File: config.mk
export PLATFORM = sky130hd
export DESIGN_NAME = pmem_burst_adaptor_flat
export DESIGN_NICKNAME = d
export VERILOG_FILES = /design/src/rtl/pmem_burst_adaptor_if.sv /design/src/rtl/pmem_burst_adaptor.sv /design/src/flat_wrapper.sv
export SDC_FILE = /design/constraint.sdc
export NUM_CORES = 1
export LEC_CHECK = 0
export CORE_AREA = 2 2 405 246
export CTS_BUF_LIST = sky130_fd_sc_hd__clkbuf_4 sky130_fd_sc_hd__clkbuf_8
export CTS_CLUSTER_SIZE = 14
export DETAILED_ROUTE_END_ITERATION = 10
export DIE_AREA = 0 0 407 248
export GPL_TIMING_DRIVEN = 0
export MAX_ROUTING_LAYER = met4
export SLEW_MARGIN = 20
export SYNTH_ARGS = -nofsm -noshare
export SYNTH_HDL_FRONTEND = slang
export SYNTH_SLANG_ARGS = --single-unit
export TNS_END_PERCENT = 30
File: constraint.sdc
create_clock -name clk -period 3.2 [get_ports clk]
set_input_delay 0.48 -clock clk [delete_from_list [all_inputs] [get_ports clk]]
set_output_delay 0.48 -clock clk [all_outputs]
set_load 0.02 [all_outputs]
File: src/rtl/pmem_burst_adaptor_if.sv
// Cache-side line handshake plus physical-memory beat port for pmem_burst_adaptor.
// slave = adaptor view, master = cache/memory environment view.
interface pmem_burst_adaptor_if #(
    parameter int LINE_W = 256,
    parameter int BEAT_W = 64,
    parameter int ADDR_W = 32
);
    logic              mem_action_stb;
    logic              mem_action_cyc;
    logic              mem_write;
    logic [ADDR_W-1:0] mem_address;
    logic [LINE_W-1:0] line_wdata;
    logic [LINE_W-1:0] line_rdata;
    logic              mem_resp;
    logic              mem_retry;
    logic              pm_req;
    logic              pm_we;
    logic [ADDR_W-1:0] pm_addr;
    logic [BEAT_W-1:0] pm_wdata;
    logic [BEAT_W-1:0] pm_rdata;
    logic              pm_ack;

    modport slave (
        input  mem_action_stb, mem_action_cyc, mem_write, mem_address, line_wdata,
        input  pm_rdata, pm_ack,
        output line_rdata, mem_resp, mem_retry,
        output pm_req, pm_we, pm_addr, pm_wdata
    );

    modport master (
        output mem_action_stb, mem_action_cyc, mem_write, mem_address, line_wdata,
        output pm_rdata, pm_ack,
        input  line_rdata, mem_resp, mem_retry,
        input  pm_req, pm_we, pm_addr, pm_wdata
    );
endinterface

File: src/rtl/pmem_burst_adaptor.sv
// Serialises whole-line cache reads/write-backs into BEATS-long bursts on the pmem port.
// Optional macro PMEM_RESP_BYPASS_EN: combinational mem_resp/line_rdata on the final ack.
module pmem_burst_adaptor #(
    parameter int LINE_W = 256,
    parameter int BEAT_W = 64,
    parameter int ADDR_W = 32
) (
    input logic                clk,
    input logic                rst_n,
    pmem_burst_adaptor_if.slave bus
);
    localparam int BEATS      = LINE_W / BEAT_W;
    localparam int BEAT_IDX_W = $clog2(BEATS);
    localparam int BEAT_OFF_W = $clog2(BEAT_W / 8);
    localparam logic [ADDR_W-1:0] LINE_MASK = ADDR_W'(LINE_W / 8 - 1);

    typedef enum logic [1:0] {IDLE, BURST, RESP} state_t;

    state_t                r_state;
    logic [BEAT_IDX_W-1:0] r_beat;
    logic [ADDR_W-1:0]     r_base;
    logic                  r_we;
    logic [LINE_W-1:0]     r_wline;
    logic [LINE_W-1:0]     r_acc;
    logic [LINE_W-1:0]     r_line;
    logic                  r_pm_req;
    logic                  r_pm_we;
    logic [ADDR_W-1:0]     r_pm_addr;
    logic [BEAT_W-1:0]     r_pm_wdata;
`ifndef PMEM_RESP_BYPASS_EN
    logic                  r_resp;
`endif

    logic                  w_req;
    logic [ADDR_W-1:0]     w_aligned;
    logic [BEAT_IDX_W-1:0] w_next_beat;
    logic [ADDR_W-1:0]     w_next_addr;
    logic                  w_last_ack;
    logic [LINE_W-1:0]     w_final;

    assign w_req       = bus.mem_action_stb & bus.mem_action_cyc;
    assign w_aligned   = bus.mem_address & ~LINE_MASK;
    assign w_next_beat = r_beat + 1'b1;
    // Base is line-aligned, so OR-ing the beat offset can never carry into the line address.
    assign w_next_addr = r_base | (ADDR_W'(w_next_beat) << BEAT_OFF_W);
    assign w_last_ack  = (r_state == BURST) && bus.pm_ack && (&r_beat);

    always_comb begin
        w_final = r_acc;
        w_final[LINE_W-BEAT_W +: BEAT_W] = bus.pm_rdata;
    end

    always_ff @(posedge clk or negedge rst_n) begin
        if (!rst_n) begin
            r_state    <= IDLE;
            r_beat     <= '0;
            r_base     <= '0;
            r_we       <= 1'b0;
            r_wline    <= '0;
            r_acc      <= '0;
            r_line     <= '0;
            r_pm_req   <= 1'b0;
            r_pm_we    <= 1'b0;
            r_pm_addr  <= '0;
            r_pm_wdata <= '0;
`ifndef PMEM_RESP_BYPASS_EN
            r_resp     <= 1'b0;
`endif
        end else begin
            case (r_state)
                IDLE: begin
                    if (w_req) begin
                        r_base     <= w_aligned;
                        r_we       <= bus.mem_write;
                        r_wline    <= bus.line_wdata;
                        r_beat     <= '0;
                        r_pm_req   <= 1'b1;
                        r_pm_we    <= bus.mem_write;
                        r_pm_addr  <= w_aligned;
                        r_pm_wdata <= bus.line_wdata[BEAT_W-1:0];
                        r_state    <= BURST;
                    end
                end
                BURST: begin
                    if (bus.pm_ack) begin
                        if (!r_we) r_acc[int'(r_beat)*BEAT_W +: BEAT_W] <= bus.pm_rdata;
                        r_beat <= w_next_beat;
                        if (&r_beat) begin
                            r_pm_req <= 1'b0;
                            r_pm_we  <= 1'b0;
                            if (!r_we) r_line <= w_final;
`ifdef PMEM_RESP_BYPASS_EN
                            r_state  <= IDLE;
`else
                            r_resp   <= 1'b1;
                            r_state  <= RESP;
`endif
                        end else begin
                            r_pm_addr  <= w_next_addr;
                            r_pm_wdata <= r_wline[int'(w_next_beat)*BEAT_W +: BEAT_W];
                        end
                    end
                end
`ifndef PMEM_RESP_BYPASS_EN
                RESP: begin
                    r_resp  <= 1'b0;
                    r_state <= IDLE;
                end
`endif
                default: r_state <= IDLE;
            endcase
        end
    end

    assign bus.pm_req    = r_pm_req;
    assign bus.pm_we     = r_pm_we;
    assign bus.pm_addr   = r_pm_addr;
    assign bus.pm_wdata  = r_pm_wdata;
`ifdef PMEM_RESP_BYPASS_EN
    assign bus.mem_resp   = w_last_ack;
    assign bus.line_rdata = (w_last_ack && !r_we) ? w_final : r_line;
`else
    assign bus.mem_resp   = r_resp;
    assign bus.line_rdata = r_line;
`endif
    assign bus.mem_retry = w_req & ~bus.mem_resp;
endmodule
File: src/flat_wrapper.sv
// flat-port wrapper written by rule: the top's interface ports become plain ports
module pmem_burst_adaptor_flat 
#(
    parameter int LINE_W = 256,
    parameter int BEAT_W = 64,
    parameter int ADDR_W = 32
)
  (clk, rst_n, bus_mem_action_stb, bus_mem_action_cyc, bus_mem_write, bus_mem_address, bus_line_wdata, bus_pm_rdata, bus_pm_ack, bus_line_rdata, bus_mem_resp, bus_mem_retry, bus_pm_req, bus_pm_we, bus_pm_addr, bus_pm_wdata);
  pmem_burst_adaptor_if #(.LINE_W(LINE_W), .BEAT_W(BEAT_W), .ADDR_W(ADDR_W)) bus_i ();
  input logic clk;
  input logic rst_n;
  input wire logic [$bits(bus_i.mem_action_stb)-1:0] bus_mem_action_stb;
  input wire logic [$bits(bus_i.mem_action_cyc)-1:0] bus_mem_action_cyc;
  input wire logic [$bits(bus_i.mem_write)-1:0] bus_mem_write;
  input wire logic [$bits(bus_i.mem_address)-1:0] bus_mem_address;
  input wire logic [$bits(bus_i.line_wdata)-1:0] bus_line_wdata;
  input wire logic [$bits(bus_i.pm_rdata)-1:0] bus_pm_rdata;
  input wire logic [$bits(bus_i.pm_ack)-1:0] bus_pm_ack;
  output wire logic [$bits(bus_i.line_rdata)-1:0] bus_line_rdata;
  output wire logic [$bits(bus_i.mem_resp)-1:0] bus_mem_resp;
  output wire logic [$bits(bus_i.mem_retry)-1:0] bus_mem_retry;
  output wire logic [$bits(bus_i.pm_req)-1:0] bus_pm_req;
  output wire logic [$bits(bus_i.pm_we)-1:0] bus_pm_we;
  output wire logic [$bits(bus_i.pm_addr)-1:0] bus_pm_addr;
  output wire logic [$bits(bus_i.pm_wdata)-1:0] bus_pm_wdata;
  assign bus_i.mem_action_stb = bus_mem_action_stb;
  assign bus_i.mem_action_cyc = bus_mem_action_cyc;
  assign bus_i.mem_write = bus_mem_write;
  assign bus_i.mem_address = bus_mem_address;
  assign bus_i.line_wdata = bus_line_wdata;
  assign bus_i.pm_rdata = bus_pm_rdata;
  assign bus_i.pm_ack = bus_pm_ack;
  assign bus_line_rdata = bus_i.line_rdata;
  assign bus_mem_resp = bus_i.mem_resp;
  assign bus_mem_retry = bus_i.mem_retry;
  assign bus_pm_req = bus_i.pm_req;
  assign bus_pm_we = bus_i.pm_we;
  assign bus_pm_addr = bus_i.pm_addr;
  assign bus_pm_wdata = bus_i.pm_wdata;
  pmem_burst_adaptor #(.LINE_W(LINE_W), .BEAT_W(BEAT_W), .ADDR_W(ADDR_W)) u_core (.clk(clk), .rst_n(rst_n), .bus(bus_i));
endmodule
== Yosys cells after proc, flatten, opt, wreduce, memory -nomap -nowiden ==
Index checks and enable logic that the tools add are counted.

* Register bits: 899
* Bits of input ports: 358
* Output and inout port bits: 356
* Word-level logic and storage cells: 65

* $add $sub $neg: 2
* Equal/unequal tests: 6
* Shift operators: 3
* Muxes and demuxes: 25
* Bitwise gates (word level): 5
* Reductions and logical operators: 12

{| class="wikitable"
|+ Operator list
! kind !! count
|-
| $bwmux 256 || 1
|-
| $shift 64x33->256 const A || 1
|-
| $shiftx 256x9->64 || 1
|-
| $shiftx 64x33->256 || 1
|-
| $mux 64 || 3
|-
| $pmux 64 s2 || 1
|-
| $mux 32 || 3
|-
| $pmux 32 s2 || 1
|-
| $neg 8->33 || 1
|-
| $or 32x5->32 || 1
|-
| $reduce_and 3->1 || 4
|-
| $mux 2 || 5
|-
| $pmux 2 s2 || 2
|-
| $reduce_and 4->1 || 2
|-
| $mux 1 || 6
|-
| $ne 2x2->1 const B || 3
|-
| $pmux 1 s2 || 3
|-
| $reduce_and 5->1 || 1
|-
| $reduce_and 2->1 || 2
|-
| $reduce_bool 2->1 || 2
|-
| $add 2x1->2 const B || 1
|-
| $and 1x1->1 || 2
|-
| $eq 2x1->1 const B || 1
|-
| $eq 2x2->1 const B || 1
|-
| 3 further kinds || 4
|}

== Logic depth before layout (Yosys ltp) ==
Gate-level depths: netlist of the first run.

* Word-level depth: 5
* Depth in mapped cells: 11
* Mapped depth without buffers: 5

== Worst setup path before layout of the first run ==
Ideal clock, no wire load.

* Path type: flip-flop to flip-flop
* Start: reg u_core.r_beat[0]
* End: reg u_core.r_acc[108]
* Library setup time: 0.065 ns
* Arrival time: 2.518 ns
* Required time: 3.135 ns
* Path slack: 0.616 ns
* Stages on the path, launching flop included: 12
* Buffers on the path: 6
* Clock period less this slack: 2.584 ns
* Cell sequence: dfrtp_1 buf_2 buf_2 buf_1 inv_1 ha_1 and3b_1 clkbuf_1 and4b_1 clkbuf_1 buf_2 a22o_1

* Longest elaborated chain between the ends: 3
* Elaborated cells between the ends (all ways): 4
* Classes of those cells: add/sub (1); shift (2); mux (1)

{| class="wikitable"
|+ Ends and longest elaborated chain
! element !! RTL line !! RTL
|-
| from (decl) || pmem_burst_adaptor.sv:20 || <nowiki>logic [BEAT_IDX_W-1:0] r_beat;</nowiki>
|-
| from (signal assigned) || pmem_burst_adaptor.sv:87 || <nowiki>r_beat <= w_next_beat;</nowiki>
|-
| $neg 8->33 * || pmem_burst_adaptor.sv:86 || <nowiki>if (!r_we) r_acc[int'(r_beat)*BEAT_W +: BEAT_W] <= bus.pm_rdata;</nowiki>
|-
| $shiftx 64x33->256 or $shift 64x33->256 (tied branches) || pmem_burst_adaptor.sv:86 ||
|-
| $bwmux 256 * || pmem_burst_adaptor.sv:86 ||
|-
| to (signal, indexed assignment) || pmem_burst_adaptor.sv:86 ||
|-
| to (decl) || pmem_burst_adaptor.sv:24 || <nowiki>logic [LINE_W-1:0] r_acc;</nowiki>
|}

Mark *: on every way between the ends. The rest lies on a longest branch, timed or not.
A chain may end at the register's enable or synchronous reset.

== Worst setup path after layout of the first run ==
* Start: reg u_core.r_beat[0]
* End: reg u_core.r_acc[184]

The elaborated chain is that of the path after synthesis.

==> impl_metrics.env, run 1 <==
export IMPL_clk_path_buf_depth=3
export IMPL_finClkSkew_ns=0.0377
export IMPL_final_common_cell="dfrtp_1"
export IMPL_drive_gt1_frac=0.192
export IMPL_first_pass_iters=8
export IMPL_detail_route_wl_per_cell_um=22.9
export IMPL_cp_arrival_ns=3.76
export IMPL_cp_top_family="buffers and inverters"
export IMPL_place_gp_congestion=0.898
export IMPL_regArea_mm2=0.0208
export IMPL_tritoncts_num_buffers=134
export IMPL_maxCapViolCount=0
export IMPL_ant_nets=0
export IMPL_synth_distinct_cells=39
export IMPL_initial_utilization=0.367
export IMPL_cp_cell_sequence="buf_4 > buf_8 > buf_6 > inv_1 > ha_1 > clkbuf_1 > buf_1 > nand4_1 > o21ai_0"
export IMPL_tightest_slew_ns=1.17
export IMPL_drcViolationCount=0
export IMPL_design_core_area_mm2=0.0974
export IMPL_power_mw=48.0
export IMPL_multi_input_area_mm2=0.0129
export IMPL_root_buffer="clkbuf_8"
export IMPL_insertion_delay_ns=0.82
export IMPL_power_leakage_nw=22.1
export IMPL_antenna_found_initial=24
export IMPL_critPathLaunchType="register"
export IMPL_layout_common_cells="dfrtp_1 (832), nand2_1 (793), clkdlybuf4s50_1 (704)"
export IMPL_slew_headroom=0.222
export IMPL_grt_max_degree=134
export IMPL_path_buf_inv=6
export IMPL_worstHoldPathType="in2reg"
export IMPL_synth_edff_count=0
export IMPL_finalCriticalPeriod_ns=3.01
export IMPL_rows=89
export IMPL_report_final_slew_viol_count=0
export IMPL_wl_mm=124
export IMPL_status="completed"
export IMPL_drtIter0Drc=2384
export IMPL_numClockSinks=832
export IMPL_async_flop_share=1.00
export IMPL_cp_slowest_cell="clkbuf_1"
export IMPL_cpPeakStageDelay_ns=0.63
export IMPL_syn_area_mm2=0.0358
export IMPL_fmax_mhz=332
export IMPL_dieArea_mm2=0.101
export IMPL_cts_tree="built"
export IMPL_finalSetupViolCount=0
export IMPL_fill_cells=8879
export IMPL_track_usage=0.250
export IMPL_path_clk_slew_ns=0.07
export IMPL_crit_required_ns=3.95
export IMPL_setup_tns_ns=0
export IMPL_vias=27100
export IMPL_die_w_um=407
export IMPL_yosysSeqAreaShare=0.582
export IMPL_via_per_inst=4.99
export IMPL_synthCells=3140
export IMPL_htreeDepth=4
export IMPL_fin_nets=4351
export IMPL_first_global_vias=26800
export IMPL_synth_ff_type="dfrtp_1"
export IMPL_worst_path_max_fanout=10
export IMPL_ys_warn_count=0
export IMPL_ios=714
export IMPL_overflow=0
export IMPL_io_buffers=705
export IMPL_die_height_um=248
export IMPL_cellPowerDensity_mw_per_mm2=1010
export IMPL_grt_pass1_wl_mm=180
export IMPL_ys_ff_latch=832
export IMPL_syn2layout_area_growth_pct=33.2
export IMPL_finalHoldViolations=0
export IMPL_dpl_hpwl_mm=92.3
export IMPL_peakVddDrop_mv=0.522
export IMPL_critPathKind="reg2reg"
export IMPL_period_share=0.942
export IMPL_critPathCaptureType="register"
export IMPL_synth_area_per_cell_um2=11.4
## power by group
group          leakage, nW  total [mW]  internal [mW]  switching, mW
clock                 1.51        9.86           5.28           4.58
combinational         9.77        20.6           9.38           11.2
sequential            10.8        17.5           15.0           2.52
total                 22.1        48.0           29.7           18.3
## metrics by stage
stage | cells | setup slack (ns) | cell area (um^2) | util | hold slack (ns)
2_1_floorplan | 3142 | 0.616 | 35800 | - | 0.184
3_3_place_gp | 5166 | -37.56 | 44500 | 0.457 | 0.451
3_5_place_dp | 5172 | -1.55 | 44700 | 0.458 | 0.457
4_1_cts | 5406 | 0.00846 | 47500 | 0.488 | 0.0705
5_1_grt | 5423 | -0.0116 | 47600 | 0.489 | 0.109
6_report | 5424 | 0.187 | 47600 | 0.489 | 0.176
## per-layer routing
| layer | up-vias | track usage | part of all wire |
|---|---|---|---|
| li1 | 12300 | - | - |
| met1 | 13700 | 0.348 | 0.46 |
| met2 | 881 | 0.355 | 0.44 |
| met3 | 188 | 0.0572 | 0.065 |
| met4 | 0 | 0.0928 | 0.029 |
| met5 | - | - | 0 |
## synth_stat cells (2+ instances only)
library cell,n,share of area
mux2_2,196,0.062
a22o_1,17,0.0042
nor3b_1,2,0.00042
nand4_1,177,0.031
mux2_4,240,0.10
inv_1,244,0.026
buf_1,33,0.0035
buf_4,4,0.00084
nand2_1,793,0.083
buf_2,40,0.0056
mux2i_1,63,0.018
ha_1,5,0.0017
dfrtp_1,832,0.58
clkbuf_1,129,0.014
and3b_1,2,0.00049
buf_6,17,0.0054
and2_1,3,0.00052
mux2_1,2,0.00063
nor2_1,4,0.00042
buf_8,12,0.0050
nand3_1,65,0.0091
a222oi_1,63,0.018
o21ai_0,181,0.025
## worst min-delay path, stage by stage
cell             delay (ns)
clkdlybuf4s50_1        0.40
nand2_1                0.05
nand2_1                0.04
## flip-flops by register name, indices dropped and copies added (netlist names)
signal and flops:
u_core.bus.line_rdata 256, u_core.r_wline 256, u_core.r_acc 192, u_core.bus.pm_wdata 64, u_core.bus.pm_addr 29, u_core.r_base 27, u_core.r_beat 2, u_core.r_state 2
u_core.bus.mem_resp 1, u_core.bus.pm_req 1, u_core.bus.pm_we 1, u_core.r_we 1
## layout make-up
| cell class | instances | area share |
|---|---|---|
| plain buffers | 230 | 0.0264 |
| repair buffers | 715 | 0.153 |
| well taps | 1319 | 0.0346 |
| flip-flops and latches | 832 | 0.437 |
| diodes | 18 | 0.000945 |
| multi-input cells | 1831 | 0.270 |
| inverters | 244 | 0.0192 |
| clock inverters | 29 | 0.00481 |
| clock buffers | 206 | 0.0544 |
## final timing paths
path	startpoint	to	slack (ns)	cells past startpoint
max in group asynchronous	rst_n	u_core.r_wline[49]$_DFFE_PN0P_	0.74	5
min in group asynchronous	rst_n	u_core.bus.line_rdata[247]$_DFFE_PN0P_	0.29	2
max reg2reg	u_core.r_beat[0]$_DFFE_PN0P_	u_core.r_acc[184]$_DFFE_PN0P_	0.19	9
max	u_core.r_beat[0]$_DFFE_PN0P_	u_core.r_acc[184]$_DFFE_PN0P_	0.19	9
min	bus_line_wdata[108]	u_core.r_wline[108]$_DFFE_PN0P_	0.18	3
min reg2reg	u_core.r_wline[203]$_DFFE_PN0P_	u_core.r_wline[203]$_DFFE_PN0P_	0.47	2
## kinds of logic (layout without fill, tap and decap cells)
family	after synthesis	after routing	synth area share
compound gates	266	266	0.0482
fa+ha+maj	5	5	0.00175
buf+inv	479	1424	0.0594
flops	832	832	0.582
mux	502	502	0.181
other cells	1	21	0.000105
simple gates	1055	1055	0.127
## timing repair
| action | 4_1_cts | 5_1_grt |
|---|---|---|
| hold endpoints to repair | 110 | 0 |
| hold buffers | 1 | 0 |
| setup endpoints to repair | 258 | 204 |
| pin swaps | 1 | 0 |
| gates resized for setup | 33 | 18 |
| gates cloned | 0 | 1 |
| buffers inserted | 1 | 1 |
Power figures use the tool's default switching activity.
==> inputs of run 2 (changes only) <==
CORE_AREA = 2 2 368 224   (was 2 2 405 246)
DIE_AREA = 0 0 370 226   (was 0 0 407 248)
DONT_BUFFER_PORTS = 1   (was unset)
==> run 2 against run 1 <==
The flow now finishes with violations (negative hold slack, max-slew violations, negative setup slack). Sequential power up 18%. Sequential cell count unchanged. Utilization is 5.0 points higher. Final area fell by 8.8%.
==> impl_metrics.env, run 2 (synthesized netlist as in run 1, its figures left out) <==
export IMPL_status="finished, violations left"
export IMPL_violations="negative hold slack, max-slew violations, negative setup slack"
export IMPL_fin_util=0.539
export IMPL_finalHoldViolations=183
export IMPL_finClkSkew_ns=0.0285
export IMPL_fin_nets=3976
export IMPL_drive_gt1_frac=0.204
export IMPL_r2r_cells=10
export IMPL_fill_cells=6947
export IMPL_postPlaceCellArea_mm2=0.0371
export IMPL_critPathCaptureType="asynchronous set/reset pin"
export IMPL_grt_max_degree=833
export IMPL_setup_slack_ns=-1.49
export IMPL_fin_cells=4799
export IMPL_power_net_switching_mw=17.3
export IMPL_initial_utilization=0.444
export IMPL_via_per_inst=5.43
export IMPL_period_share=1.47
export IMPL_grt_pass1_wl_mm=169
export IMPL_die_height_um=226
export IMPL_first_global_vias=25600
export IMPL_root_buffer="clkbuf_8"
export IMPL_clk_path_buf_depth=3
export IMPL_place_gp_congestion=0.892
export IMPL_timing_hold_ws_ns=-0.586
export IMPL_hold_buffers=350
export IMPL_cts_tree="built"
export IMPL_power_leakage_nw=20.7
export IMPL_worst_path_max_fanout=832
export IMPL_multi_input_area_mm2=0.0128
export IMPL_place_ws_ns=-1.54
export IMPL_maxCapViolCount=0
export IMPL_dp_cells=4221
export IMPL_peakVddDrop_mv=0.495
export IMPL_design_area_mm2=0.0434
export IMPL_syn2layout_area_growth_pct=21.4
export IMPL_rows=81
export IMPL_wl_mm=115
export IMPL_crit_required_ns=2.41
export IMPL_design_core_area_mm2=0.0806
export IMPL_finalCriticalPeriod_ns=4.69
export IMPL_rsz0062_at_grt="true"
export IMPL_worstHoldPathType="in2async"
export IMPL_vias=26000
export IMPL_p_int_mw=26.4
export IMPL_tritoncts_num_buffers=121
export IMPL_regArea_mm2=0.0208
export IMPL_dieArea_mm2=0.0836
export IMPL_dpl_hpwl_mm=80.7
export IMPL_setup_tns_ns=-429.78
export IMPL_detail_route_wl_per_cell_um=23.9
export IMPL_crit_start="rst_n"
export IMPL_htreeDepth=3
export IMPL_drcViolationCount=0
export IMPL_overflow=0
export IMPL_die_w_um=370
export IMPL_pwr_share_clk=0.216
export IMPL_critPathLaunchType="input port"
export IMPL_tightest_slew_ns=6.85
export IMPL_layout_common_cells="dfrtp_1 (832), nand2_1 (793), dlygate4sd3_1 (350)"
export IMPL_switching_share=0.397
export IMPL_fmax_mhz=213
export IMPL_io_buffers=0
export IMPL_ios=714
export IMPL_critPathKind="in2async"
export IMPL_power_mw=43.7
export IMPL_cp_arrival_ns=3.90
export IMPL_cellPowerDensity_mw_per_mm2=1010
export IMPL_report_final_slew_viol_count=741
export IMPL_antenna_found_initial=9
export IMPL_finalSetupViolCount=386
export IMPL_first_pass_iters=6
export IMPL_track_usage=0.276
export IMPL_insertion_delay_ns=0.79
export IMPL_r2r_start="u_core.r_beat[0]$_DFFE_PN0P_"
export IMPL_drtIter0Drc=2478
export IMPL_seqPwrFrac=0.473
export IMPL_numClockSinks=832
export IMPL_ff2ff_setup_slack_ns=0.06
export IMPL_path_clk_slew_ns=0.06
export IMPL_rr_endpoint="u_core.r_acc[85]$_DFFE_PN0P_"
export IMPL_final_common_cell="dfrtp_1"
export IMPL_power_frac_comb=0.311
export IMPL_slew_headroom=-3.56
export IMPL_ant_nets=0
==> run 2: how the worst max path moves through the flow <==
stage | endpoint | depth (start not counted)
6_report | u_core.r_wline[16]$_DFFE_PN0P_ | 0
5_1_grt | u_core.r_acc[78]$_DFFE_PN0P_ | 10
4_1_cts | u_core.r_acc[36]$_DFFE_PN0P_ | 10
3_5_place_dp | u_core.bus.pm_wdata[60]$_DFFE_PN0P_ | 10
3_3_place_gp | u_core.bus.pm_wdata[60]$_DFFE_PN0P_ | 10
2_1_floorplan | u_core.r_acc[108]$_DFFE_PN0P_ | 11
==> run 2: power by group through the flow <==
stage | Sequential, mW | Combinational (mW) | Clock [mW]
after CTS | 20.6 | 13.3 | 9.59
after detailed placement | 20.7 | 12.8 | 0
after floorplan | 19.3 | 9.64 | 0
after global routing | 21.1 | 14.8 | 10.0
final | 20.7 | 13.6 | 9.46
after global placement | 20.7 | 12.5 | 0
==> run 2: layout make-up <==
type                       count  share of cell area
antenna                        9            0.000519
tap                         1079              0.0311
sequential                   832               0.479
inverter                     244              0.0211
clock inverter                20             0.00444
buffer                       233              0.0291
multi-input combinational   1831               0.296
clock buffer                 201              0.0579
timing repair buffer         350              0.0807
==> run 2: layer usage <==
metal,vias to the layer above,GRT usage,share of wire
met5,-,-,0
met4,0,0.0742,0.023
met3,194,0.0724,0.083
met2,1094,0.365,0.42
met1,13200,0.414,0.48
li1,11600,-,-
==> run 2: timing repair <==
action	4_1_cts	5_1_grt
endpoints found under the hold margin	1469	832
pin swaps	0	0
gates resized for setup	24	27
setup buffers	0	0
setup endpoints to repair	257	165
